### config.mk
export PLATFORM = sky130hd
export DESIGN_NAME = wb_write_queue_flat
export DESIGN_NICKNAME = d
export VERILOG_FILES = /design/src/rtl/wb_write_queue_if.sv /design/src/rtl/wb_write_queue.sv /design/src/flat_wrapper.sv
export SDC_FILE = /design/constraint.sdc
export NUM_CORES = 1
export LEC_CHECK = 0
export ABC_AREA = 1
export ABC_CLOCK_PERIOD_IN_PS = 6000
export CAP_MARGIN = 20
export CORE_ASPECT_RATIO = 0.75
export CORE_UTILIZATION = 60
export CTS_CLUSTER_DIAMETER = 30
export DETAILED_ROUTE_END_ITERATION = 12
export DONT_BUFFER_PORTS = 1
export PLACE_DENSITY = 0.76
export SLEW_MARGIN = 20
export SYNTH_ARGS = -nofsm -noshare
export SYNTH_HDL_FRONTEND = slang
export SYNTH_SLANG_ARGS = --single-unit
### constraint.sdc
create_clock -name clk -period 6 [get_ports clk]
set_input_delay 1.2 -clock clk [delete_from_list [all_inputs] [get_ports clk]]
set_output_delay 1.2 -clock clk [all_outputs]
set_load 0.05 [all_outputs]
### src/rtl/wb_write_queue_if.sv
`default_nettype none
// +--------------------------------------------------------------------------+
// | wb_write_queue_if : result-offer, register-file write and bypass bundle   |
// | Revision: 1.0                                                             |
// +--------------------------------------------------------------------------+
interface wb_write_queue_if #(
  parameter int DEPTH  = 4,
  parameter int DATA_W = 16,
  parameter int ADDR_W = 3
);
  localparam int c_CNT_W = $clog2(DEPTH) + 1;

  logic              ld_valid;
  logic [ADDR_W-1:0] ld_rd;
  logic [DATA_W-1:0] ld_data;
  logic              ld_ready;
  logic              alu_valid;
  logic [ADDR_W-1:0] alu_rd;
  logic [DATA_W-1:0] alu_data;
  logic              alu_ready;
  logic              rf_we;
  logic [ADDR_W-1:0] rf_waddr;
  logic [DATA_W-1:0] rf_wdata;
  logic [ADDR_W-1:0] byp_addr;
  logic              byp_hit;
  logic [DATA_W-1:0] byp_data;
  logic [c_CNT_W-1:0] count;

  modport master (
    output ld_valid, ld_rd, ld_data, alu_valid, alu_rd, alu_data, byp_addr,
    input  ld_ready, alu_ready, rf_we, rf_waddr, rf_wdata, byp_hit, byp_data, count
  );

  modport slave (
    input  ld_valid, ld_rd, ld_data, alu_valid, alu_rd, alu_data, byp_addr,
    output ld_ready, alu_ready, rf_we, rf_waddr, rf_wdata, byp_hit, byp_data, count
  );
endinterface
`default_nettype wire

### src/rtl/wb_write_queue.sv
`default_nettype none
// +--------------------------------------------------------------------------+
// | wb_write_queue : write-back FIFO merging load/ALU results, with bypass    |
// | Revision: 1.0                                                             |
// +--------------------------------------------------------------------------+
module wb_write_queue #(
  parameter int DEPTH  = 4,
  parameter int DATA_W = 16,
  parameter int ADDR_W = 3
) (
  input  wire logic         clk,
  input  wire logic         rst,
  wb_write_queue_if.slave   bus
);
  localparam int c_PTR_W = $clog2(DEPTH);
  localparam int c_CNT_W = c_PTR_W + 1;

  logic [c_PTR_W-1:0] head_q, head_d;
  logic [c_PTR_W-1:0] tail_q, tail_d;
  logic [c_CNT_W-1:0] count_q, count_d;

  logic [ADDR_W-1:0] rd_q   [DEPTH];
  logic [DATA_W-1:0] data_q [DEPTH];

  logic               w_ld_ready, w_alu_ready;
  logic               w_ld_push, w_alu_push, w_pop;
  logic [c_PTR_W-1:0] w_alu_slot;

  // ALU readiness reserves a slot for an offered load even if it is to r0
  assign w_ld_ready  = count_q < c_CNT_W'(DEPTH);
  assign w_alu_ready = ({1'b0, count_q} + (c_CNT_W+1)'(bus.ld_valid)) < (c_CNT_W+1)'(DEPTH);

  assign w_ld_push  = bus.ld_valid  && w_ld_ready  && (bus.ld_rd  != '0);
  assign w_alu_push = bus.alu_valid && w_alu_ready && (bus.alu_rd != '0);
  assign w_pop      = count_q != '0;
  assign w_alu_slot = tail_q + c_PTR_W'(w_ld_push);

  assign head_d  = head_q + c_PTR_W'(w_pop);
  assign tail_d  = tail_q + c_PTR_W'(w_ld_push) + c_PTR_W'(w_alu_push);
  assign count_d = count_q + c_CNT_W'(w_ld_push) + c_CNT_W'(w_alu_push) - c_CNT_W'(w_pop);

  always_ff @(posedge clk or posedge rst) begin
    if (rst) begin
      head_q  <= '0;
      tail_q  <= '0;
      count_q <= '0;
    end else begin
      head_q  <= head_d;
      tail_q  <= tail_d;
      count_q <= count_d;
    end
  end

  always_ff @(posedge clk) begin
    if (w_ld_push) begin
      rd_q[tail_q]   <= bus.ld_rd;
      data_q[tail_q] <= bus.ld_data;
    end
    if (w_alu_push) begin
      rd_q[w_alu_slot]   <= bus.alu_rd;
      data_q[w_alu_slot] <= bus.alu_data;
    end
  end

  logic              w_byp_hit;
  logic [DATA_W-1:0] w_byp_data;
  logic [c_PTR_W-1:0] w_idx;

  // Scan oldest to youngest so the last match is the youngest pending write
  always_comb begin
    w_byp_hit  = 1'b0;
    w_byp_data = '0;
    w_idx      = '0;
    for (int i = 0; i < DEPTH; i++) begin
      w_idx = head_q + c_PTR_W'(i);
      if ((c_CNT_W'(i) < count_q) && (bus.byp_addr != '0) && (rd_q[w_idx] == bus.byp_addr)) begin
        w_byp_hit  = 1'b1;
        w_byp_data = data_q[w_idx];
      end
    end
  end

  assign bus.ld_ready  = w_ld_ready;
  assign bus.alu_ready = w_alu_ready;
  assign bus.rf_we     = w_pop;
  assign bus.rf_waddr  = w_pop ? rd_q[head_q]   : '0;
  assign bus.rf_wdata  = w_pop ? data_q[head_q] : '0;
  assign bus.byp_hit   = w_byp_hit;
  assign bus.byp_data  = w_byp_data;
  assign bus.count     = count_q;
endmodule
`default_nettype wire

### src/flat_wrapper.sv
// flat-port wrapper written by rule: the top's interface ports become plain ports
module wb_write_queue_flat 
#(
  parameter int DEPTH  = 4,
  parameter int DATA_W = 16,
  parameter int ADDR_W = 3
)
  (clk, rst, bus_ld_valid, bus_ld_rd, bus_ld_data, bus_alu_valid, bus_alu_rd, bus_alu_data, bus_byp_addr, bus_ld_ready, bus_alu_ready, bus_rf_we, bus_rf_waddr, bus_rf_wdata, bus_byp_hit, bus_byp_data, bus_count);
  wb_write_queue_if #(.DEPTH(DEPTH), .DATA_W(DATA_W), .ADDR_W(ADDR_W)) bus_i ();
  input  wire logic clk;
  input  wire logic rst;
  input wire logic [$bits(bus_i.ld_valid)-1:0] bus_ld_valid;
  input wire logic [$bits(bus_i.ld_rd)-1:0] bus_ld_rd;
  input wire logic [$bits(bus_i.ld_data)-1:0] bus_ld_data;
  input wire logic [$bits(bus_i.alu_valid)-1:0] bus_alu_valid;
  input wire logic [$bits(bus_i.alu_rd)-1:0] bus_alu_rd;
  input wire logic [$bits(bus_i.alu_data)-1:0] bus_alu_data;
  input wire logic [$bits(bus_i.byp_addr)-1:0] bus_byp_addr;
  output wire logic [$bits(bus_i.ld_ready)-1:0] bus_ld_ready;
  output wire logic [$bits(bus_i.alu_ready)-1:0] bus_alu_ready;
  output wire logic [$bits(bus_i.rf_we)-1:0] bus_rf_we;
  output wire logic [$bits(bus_i.rf_waddr)-1:0] bus_rf_waddr;
  output wire logic [$bits(bus_i.rf_wdata)-1:0] bus_rf_wdata;
  output wire logic [$bits(bus_i.byp_hit)-1:0] bus_byp_hit;
  output wire logic [$bits(bus_i.byp_data)-1:0] bus_byp_data;
  output wire logic [$bits(bus_i.count)-1:0] bus_count;
  assign bus_i.ld_valid = bus_ld_valid;
  assign bus_i.ld_rd = bus_ld_rd;
  assign bus_i.ld_data = bus_ld_data;
  assign bus_i.alu_valid = bus_alu_valid;
  assign bus_i.alu_rd = bus_alu_rd;
  assign bus_i.alu_data = bus_alu_data;
  assign bus_i.byp_addr = bus_byp_addr;
  assign bus_ld_ready = bus_i.ld_ready;
  assign bus_alu_ready = bus_i.alu_ready;
  assign bus_rf_we = bus_i.rf_we;
  assign bus_rf_waddr = bus_i.rf_waddr;
  assign bus_rf_wdata = bus_i.rf_wdata;
  assign bus_byp_hit = bus_i.byp_hit;
  assign bus_byp_data = bus_i.byp_data;
  assign bus_count = bus_i.count;
  wb_write_queue #(.DEPTH(DEPTH), .DATA_W(DATA_W), .ADDR_W(ADDR_W)) u_core (.clk(clk), .rst(rst), .bus(bus_i));
endmodule
==> results.toml, run 1 <==
[status]
outcome = "finished clean"

[setup_path]
critical_path.max_fanout = 32
startpoint_type = "flop"
worst-r2r-cell-count = 9
logic_depth_of_the_worst_path_buffers_included = 14
r2r_start = "u_core.bus.count[2]$_DFF_PP0_"
cpMostUsedCell = "sky130_fd_sc_hd__nand2_1"
criticalPathCategory = "reg2out"
worst-endpoint-arrival_ns = 3.95
cp-end-kind = "output port"
crit_required_ns = 4.80
cell_by_cell_trace_of_the_critical_path = "inv_1 -> ha_1 -> inv_1 -> nor2_1 -> nor3_1 -> nand2_1 -> nor2_1 -> nand2_1 -> buf_4 -> nand2_1 -> inv_1 -> nand2_1 -> nand2_1 -> nand2_1"
critical_path.top_delay_family = "simple AND/OR/NAND/NOR gates"
cpPeakStageDelay_ns = 0.68
setup.worst_path.start = "u_core.bus.count[2]$_DFF_PP0_"
critical_path.n_buffers_inverters = 4
crit_slowest_cell = "sky130_fd_sc_hd__dfrtp_1"
r2r-end = "u_core.data_q[0][1]$_DFFE_PP_"
r2r_setup_slack_ns = 1.99

[cells_and_area]
layout-area-overhead-vs-synth_pct = 3.87
final_layout_size_suffix_gt1_share_pct = 5.29
final-instance-count-excl-fill = 1119
layout.filler_cells = 969
design.final.nets = 1032
fin_util_pct = 65.4
insertedDiodeCount = 0

[routing]
vias = 6179
postRouteWirelength_microns = 17500
via_density = 5.52
drcViolationCount = 0
post_drt_wl_per_cell_microns = 15.6
antenna_violating_nets_post_route = 0
first_pass_iters = 7
initial_detailed_routing_violation_count = 814

[timing]
min_period_over_period_pct = 85.9
timing.hold.ws_ns = 0.511
fin_tns_setup_ns = 0
fin_skew_ns = 0.00717
timing.max_slew.rel_slack_pct = 27.5
worst-slew-pin-transition_ns = 1.08
slew_violations = 0
timing.final.setup_violations = 0
grt_setup_unrepaired = "no"
fmaxAchievable_mhz = 194
finalCriticalPeriod_ns = 5.15
timing_hold_violations_final = 0

[global_routing]
globalRouteTotalUtil_pct = 31.8
number_of_global_route_vias_before_repair = 4958
grt_max_degree = 87
grt_first_pass_wirelength_microns = 27200
remaining_overflow_grt = 0
grt_antenna_before_repair = 0

[clock_tree]
cts.path.max_buffers = 2
ctsHoldBuffers = 0
insertion_delay_ns = 0.34
clk_pin_slew_ns = 0.06
post-cts-setup-buffers = 0
cts.htree.levels = 3
clock_buffers_created_by_tritoncts = 9
cts_resized = 0
clock-sinks = 83
cts_tree = "done"
cts_root_buffer = "sky130_fd_sc_hd__clkbuf_16"

[synth]
netlist_top_cells_area = "sky130_fd_sc_hd__edfxtp_1 34%, sky130_fd_sc_hd__nand2_1 26%, sky130_fd_sc_hd__o21ai_0 10%"
postSynthAreaPerCell_sq_um = 6.56
postSynth.asyncResetShare_pct = 8.43
number_of_enable_flip_flop_cells_after_synthesis = 76
post_synth_most_frequent_cells = "466 x sky130_fd_sc_hd__nand2_1, 136 x sky130_fd_sc_hd__o21ai_0, 95 x sky130_fd_sc_hd__inv_1, 76 x sky130_fd_sc_hd__edfxtp_1, 43 x sky130_fd_sc_hd__nor2_1"
mappedNetlistNets = 1065
synth.yosys.warnings = 0
yosysSeqAreaShare_pct = 37.0
synth.most_common_cell = "sky130_fd_sc_hd__nand2_1"
synthesis.instances = 1011
synth_cell_type_count = 37
synth_top_cell_area_share_pct = 34.4
ys.flop_type = "sky130_fd_sc_hd__edfxtp_1"
synth.ff_latch_count = 83
syn_area_sq_mm = 0.00663
synth_area_leader_cell = "sky130_fd_sc_hd__edfxtp_1"

[job]
drv.max_cap_violation_count = 0

[min_path]
holdCritStartpoint = "u_core.head_q[1]$_DFF_PP0_"
worstHoldEndpoint = "u_core.head_q[1]$_DFF_PP0_"
hold-path-cell-count = 1
worst_hold_path_type = "reg2reg"

[placed_design]
finalWeightedCongestion = 0.854
total_instance_count_after_detailed_placement = 1103
place.detailed.hpwl_microns = 12900
port-buffer-count = 0

[floorplan]
chipHeight_microns = 93.1
start_util_pct = 63.0
i_o_pin_count = 87
dieWidth_microns = 123
design.core.area_sq_mm = 0.0105
placement_rows = 32
design.die.area_sq_mm = 0.0115
-- registers in the layout, summed over array words and instances (netlist names) --
name / cells
u_core.bus.count: 3
u_core.rd_q: 12
u_core.head_q: 2
u_core.tail_q: 2
u_core.data_q: 64
-- placed cells by master (no fill, tap or decap), types with 2 or more instances in the layout --
cell type                   netlist  layout
sky130_fd_sc_hd__ha_1             7       7
sky130_fd_sc_hd__xor2_1           2       2
sky130_fd_sc_hd__inv_1           95      95
sky130_fd_sc_hd__clkinv_2         1       3
sky130_fd_sc_hd__inv_2            3       3
sky130_fd_sc_hd__clkbuf_16        0       9
sky130_fd_sc_hd__nor3_1           3       2
sky130_fd_sc_hd__a31oi_1          2       2
sky130_fd_sc_hd__nand2_4          3       3
sky130_fd_sc_hd__xnor2_1          3       3
sky130_fd_sc_hd__dfrtp_1          7       5
sky130_fd_sc_hd__o21a_1           2       2
sky130_fd_sc_hd__fa_1             2       2
sky130_fd_sc_hd__mux2i_1         14      14
sky130_fd_sc_hd__edfxtp_1        76      76
sky130_fd_sc_hd__nand2_1        466     466
sky130_fd_sc_hd__o31ai_2          0       2
sky130_fd_sc_hd__nor2_1          43      43
sky130_fd_sc_hd__dfrtp_2          0       2
sky130_fd_sc_hd__o21ai_1         26      28
sky130_fd_sc_hd__nand2_2          6       6
sky130_fd_sc_hd__nor2_2           2       2
sky130_fd_sc_hd__o21ai_0        136     134
sky130_fd_sc_hd__buf_4            3      14
sky130_fd_sc_hd__nand3_1         41      41
sky130_fd_sc_hd__a21oi_1          3       3
-- area by class of cell --
type | count | area (sq um) | area share [%]
clock inverter | 6 | 65.1 | 0.944
multi-input combinational | 771 | 3490 | 50.6
timing repair buffer | 14 | 105 | 1.53
tap | 136 | 170 | 2.47
clock buffer | 10 | 229 | 3.32
inverter | 99 | 373 | 5.41
sequential | 83 | 2460 | 35.7
-- layer usage --
layer	vias up	track usage (%)	part of all wire, %
li1	3143	-	-
met1	2676	57.3	53
met2	346	35.0	33
met3	14	7.50	13
met4	0	6.93	0.96
met5	-	0	0
-- worst reg2reg max path, delay by kind of cell, from the launching register on --
kind | cells | cell delay (ns)
AOI/OAI and AO/OA | 2 | 1.02
DFF | 1 | 0.68
and+or+nand+nor | 1 | 0.13
xor gates and xnor gates | 1 | 0.41
adders and majority gates | 1 | 0.24
buffers and inverters | 4 | 1.23
-- cell families (layout without fill, tap and decap cells) --
family / after synthesis / in the layout / share of synthesized area [%]
muxes: 14 / 14 / 2.11
DFF: 83 / 83 / 37.0
and+or+nand+nor: 570 / 570 / 34.3
adders and majority gates: 9 / 9 / 1.92
xor gates and xnor gates: 5 / 5 / 0.660
buffers and inverters: 157 / 129 / 10.6
AOI/OAI and AO/OA: 173 / 173 / 13.3
-- stage by stage --
| stage | worst slack (ns) | instance area (sq um) |
|---|---|---|
| 3_3_place_gp | 1.30 | 6600 |
| 5_1_grt | 0.612 | 6890 |
| 6_report | 0.846 | 6890 |
| 2_1_floorplan | 1.91 | 6630 |
| 4_1_cts | 0.898 | 6890 |
| 3_5_place_dp | 1.27 | 6600 |
-- worst max-delay path by stage --
stage                               endpoint  slack [ns]
2_1_floorplan  u_core.data_q[0][0]$_DFFE_PP_        1.91
3_3_place_gp                 bus_byp_data[9]        1.30
3_5_place_dp                 bus_byp_data[9]        1.27
4_1_cts                      bus_byp_data[8]        0.90
5_1_grt                      bus_byp_data[9]        0.61
6_report                     bus_byp_data[8]        0.85
Power of run 1 is not shown: default switching activity piles up to over one toggle a cycle in this logic, so the estimate is an artifact.
==> inputs of run 2 (changes only) <==
--- a/config.mk
+++ b/config.mk
@@ -13,8 +13,9 @@
 export CTS_CLUSTER_DIAMETER = 30
 export DETAILED_ROUTE_END_ITERATION = 12
 export DONT_BUFFER_PORTS = 1
-export PLACE_DENSITY = 0.76
+export PLACE_DENSITY = 0.82
 export SLEW_MARGIN = 20
 export SYNTH_ARGS = -nofsm -noshare
 export SYNTH_HDL_FRONTEND = slang
 export SYNTH_SLANG_ARGS = --single-unit
+export TNS_END_PERCENT = 10
==> results.toml, run 2 (synthesis gave the netlist of run 1 again) <==
[status]
outcome = "finished clean"

[clock_tree]
clk_pin_slew_ns = 0.06
cts_resized = 0
cts.path.max_buffers = 2
insertion_delay_ns = 0.33
cts_tree = "done"
clock-sinks = 83
ctsHoldBuffers = 0
cts_root_buffer = "sky130_fd_sc_hd__clkbuf_16"
cts.htree.levels = 3
post-cts-setup-buffers = 0
clock_buffers_created_by_tritoncts = 9

[setup_path]
r2r_setup_slack_ns = 2.04
critical_path.top_delay_family = "simple AND/OR/NAND/NOR gates"
critical_path.max_fanout = 33
startpoint_type = "flop"
worst-endpoint-arrival_ns = 3.83
cell_by_cell_trace_of_the_critical_path = "inv_1 -> ha_1 -> inv_1 -> nor2_1 -> nor3_1 -> nand2_1 -> nor2_1 -> nand2_1 -> o21ai_0 -> inv_1 -> nand2_1 -> nand2_1"
cpPeakStageDelay_ns = 0.71
r2r-end = "u_core.data_q[0][1]$_DFFE_PP_"
setup.worst_path.start = "u_core.bus.count[2]$_DFF_PP0_"
cp-end-kind = "output port"
worst-r2r-cell-count = 9
critical_path.n_buffers_inverters = 3
crit_required_ns = 4.80
criticalPathCategory = "reg2out"
cpMostUsedCell = "sky130_fd_sc_hd__nand2_1"
r2r_start = "u_core.bus.count[2]$_DFF_PP0_"
crit_slowest_cell = "sky130_fd_sc_hd__nand2_1"

[routing]
post_drt_wl_per_cell_microns = 15.5
postRouteWirelength_microns = 17300
drcViolationCount = 0
initial_detailed_routing_violation_count = 746
antenna_violating_nets_post_route = 0
first_pass_iters = 6
via_density = 5.62
vias = 6288

[floorplan]
chipHeight_microns = 93.1
i_o_pin_count = 87
start_util_pct = 63.0
design.die.area_sq_mm = 0.0115
design.core.area_sq_mm = 0.0105
placement_rows = 32
dieWidth_microns = 123

[global_routing]
grt_first_pass_wirelength_microns = 27200
grt_antenna_before_repair = 0
grt_max_degree = 87
number_of_global_route_vias_before_repair = 5059
remaining_overflow_grt = 0
globalRouteTotalUtil_pct = 31.7

[timing]
fin_tns_setup_ns = 0
timing.final.setup_violations = 0
min_period_over_period_pct = 83.8
fmaxAchievable_mhz = 199
fin_skew_ns = 0.00423
worst-slew-pin-transition_ns = 1.04
timing.max_slew.rel_slack_pct = 29.9
slew_violations = 0
finalCriticalPeriod_ns = 5.03
timing_hold_violations_final = 0
grt_setup_unrepaired = "no"

[cells_and_area]
commonest_cells_after_routing_fill_and_taps_aside = "466 x sky130_fd_sc_hd__nand2_1, 134 x sky130_fd_sc_hd__o21ai_0, 95 x sky130_fd_sc_hd__inv_1"
final_layout_size_suffix_gt1_share_pct = 4.89
final_common_cell = "sky130_fd_sc_hd__nand2_1"
top_register = "u_core.data_q"
layout-area-overhead-vs-synth_pct = 4.68
largest_reg_flops = 64
final-instance-count-excl-fill = 1118
insertedDiodeCount = 0
design.final.nets = 1031

[min_path]
worstHoldEndpoint = "u_core.tail_q[1]$_DFF_PP0_"
hold-path-cell-count = 2
worst_hold_path_type = "reg2reg"
holdCritStartpoint = "u_core.tail_q[1]$_DFF_PP0_"

[placed_design]
finalWeightedCongestion = 0.878
total_instance_count_after_detailed_placement = 1102
place.detailed.hpwl_microns = 13100
port-buffer-count = 0

[job]
drv.max_cap_violation_count = 0
-- run 2: final cells by class --
class                      count  area [sq um]
multi-input combinational    771          3490
clock inverter                 6           128
fill                         895          3590
sequential                    83          2460
inverter                      99           373
tap                          136           170
clock buffer                  10           229
timing repair buffer          13          97.6
-- run 2: stage by stage --
stage	hold WS (ns)	cell area, sq um	util (%)	worst slack, ns
floorplan	0.599	6630	-	1.91
global placement	0.665	6590	62.5	1.46
CTS	0.698	6940	65.9	1.05
global route	0.714	6940	65.9	0.730
detailed placement	0.696	6590	62.5	1.42
finish	0.702	6940	65.9	0.973
-- run 2: layer usage --
layer  track usage, %  routed length (microns)
met2             38.1                     6080
met4             7.73                      143
met3             8.05                     2520
met1             53.9                     8540
met5                0                        0
-- run 2: worst register-to-register path: stages, from the launching register on --
cell                       delay [ns]
sky130_fd_sc_hd__dfrtp_1         0.69
sky130_fd_sc_hd__inv_1           0.51
sky130_fd_sc_hd__o311ai_0        0.44
sky130_fd_sc_hd__inv_1           0.15
sky130_fd_sc_hd__ha_1            0.24
sky130_fd_sc_hd__xnor2_1         0.38
sky130_fd_sc_hd__nand3_1         0.13
sky130_fd_sc_hd__buf_4           0.26
sky130_fd_sc_hd__o21ai_1         0.51
sky130_fd_sc_hd__buf_4           0.35
-- run 2: how the worst max path moves through the flow --
stage	to	slack, ns	cells after the start
2_1_floorplan	u_core.data_q[0][0]$_DFFE_PP_	1.91	8
3_3_place_gp	bus_byp_data[12]	1.46	13
3_5_place_dp	bus_byp_data[0]	1.42	12
4_1_cts	bus_byp_data[0]	1.05	12
5_1_grt	bus_byp_data[0]	0.73	12
6_report	bus_byp_data[4]	0.97	12
Power of run 2 is left out for the same reason.
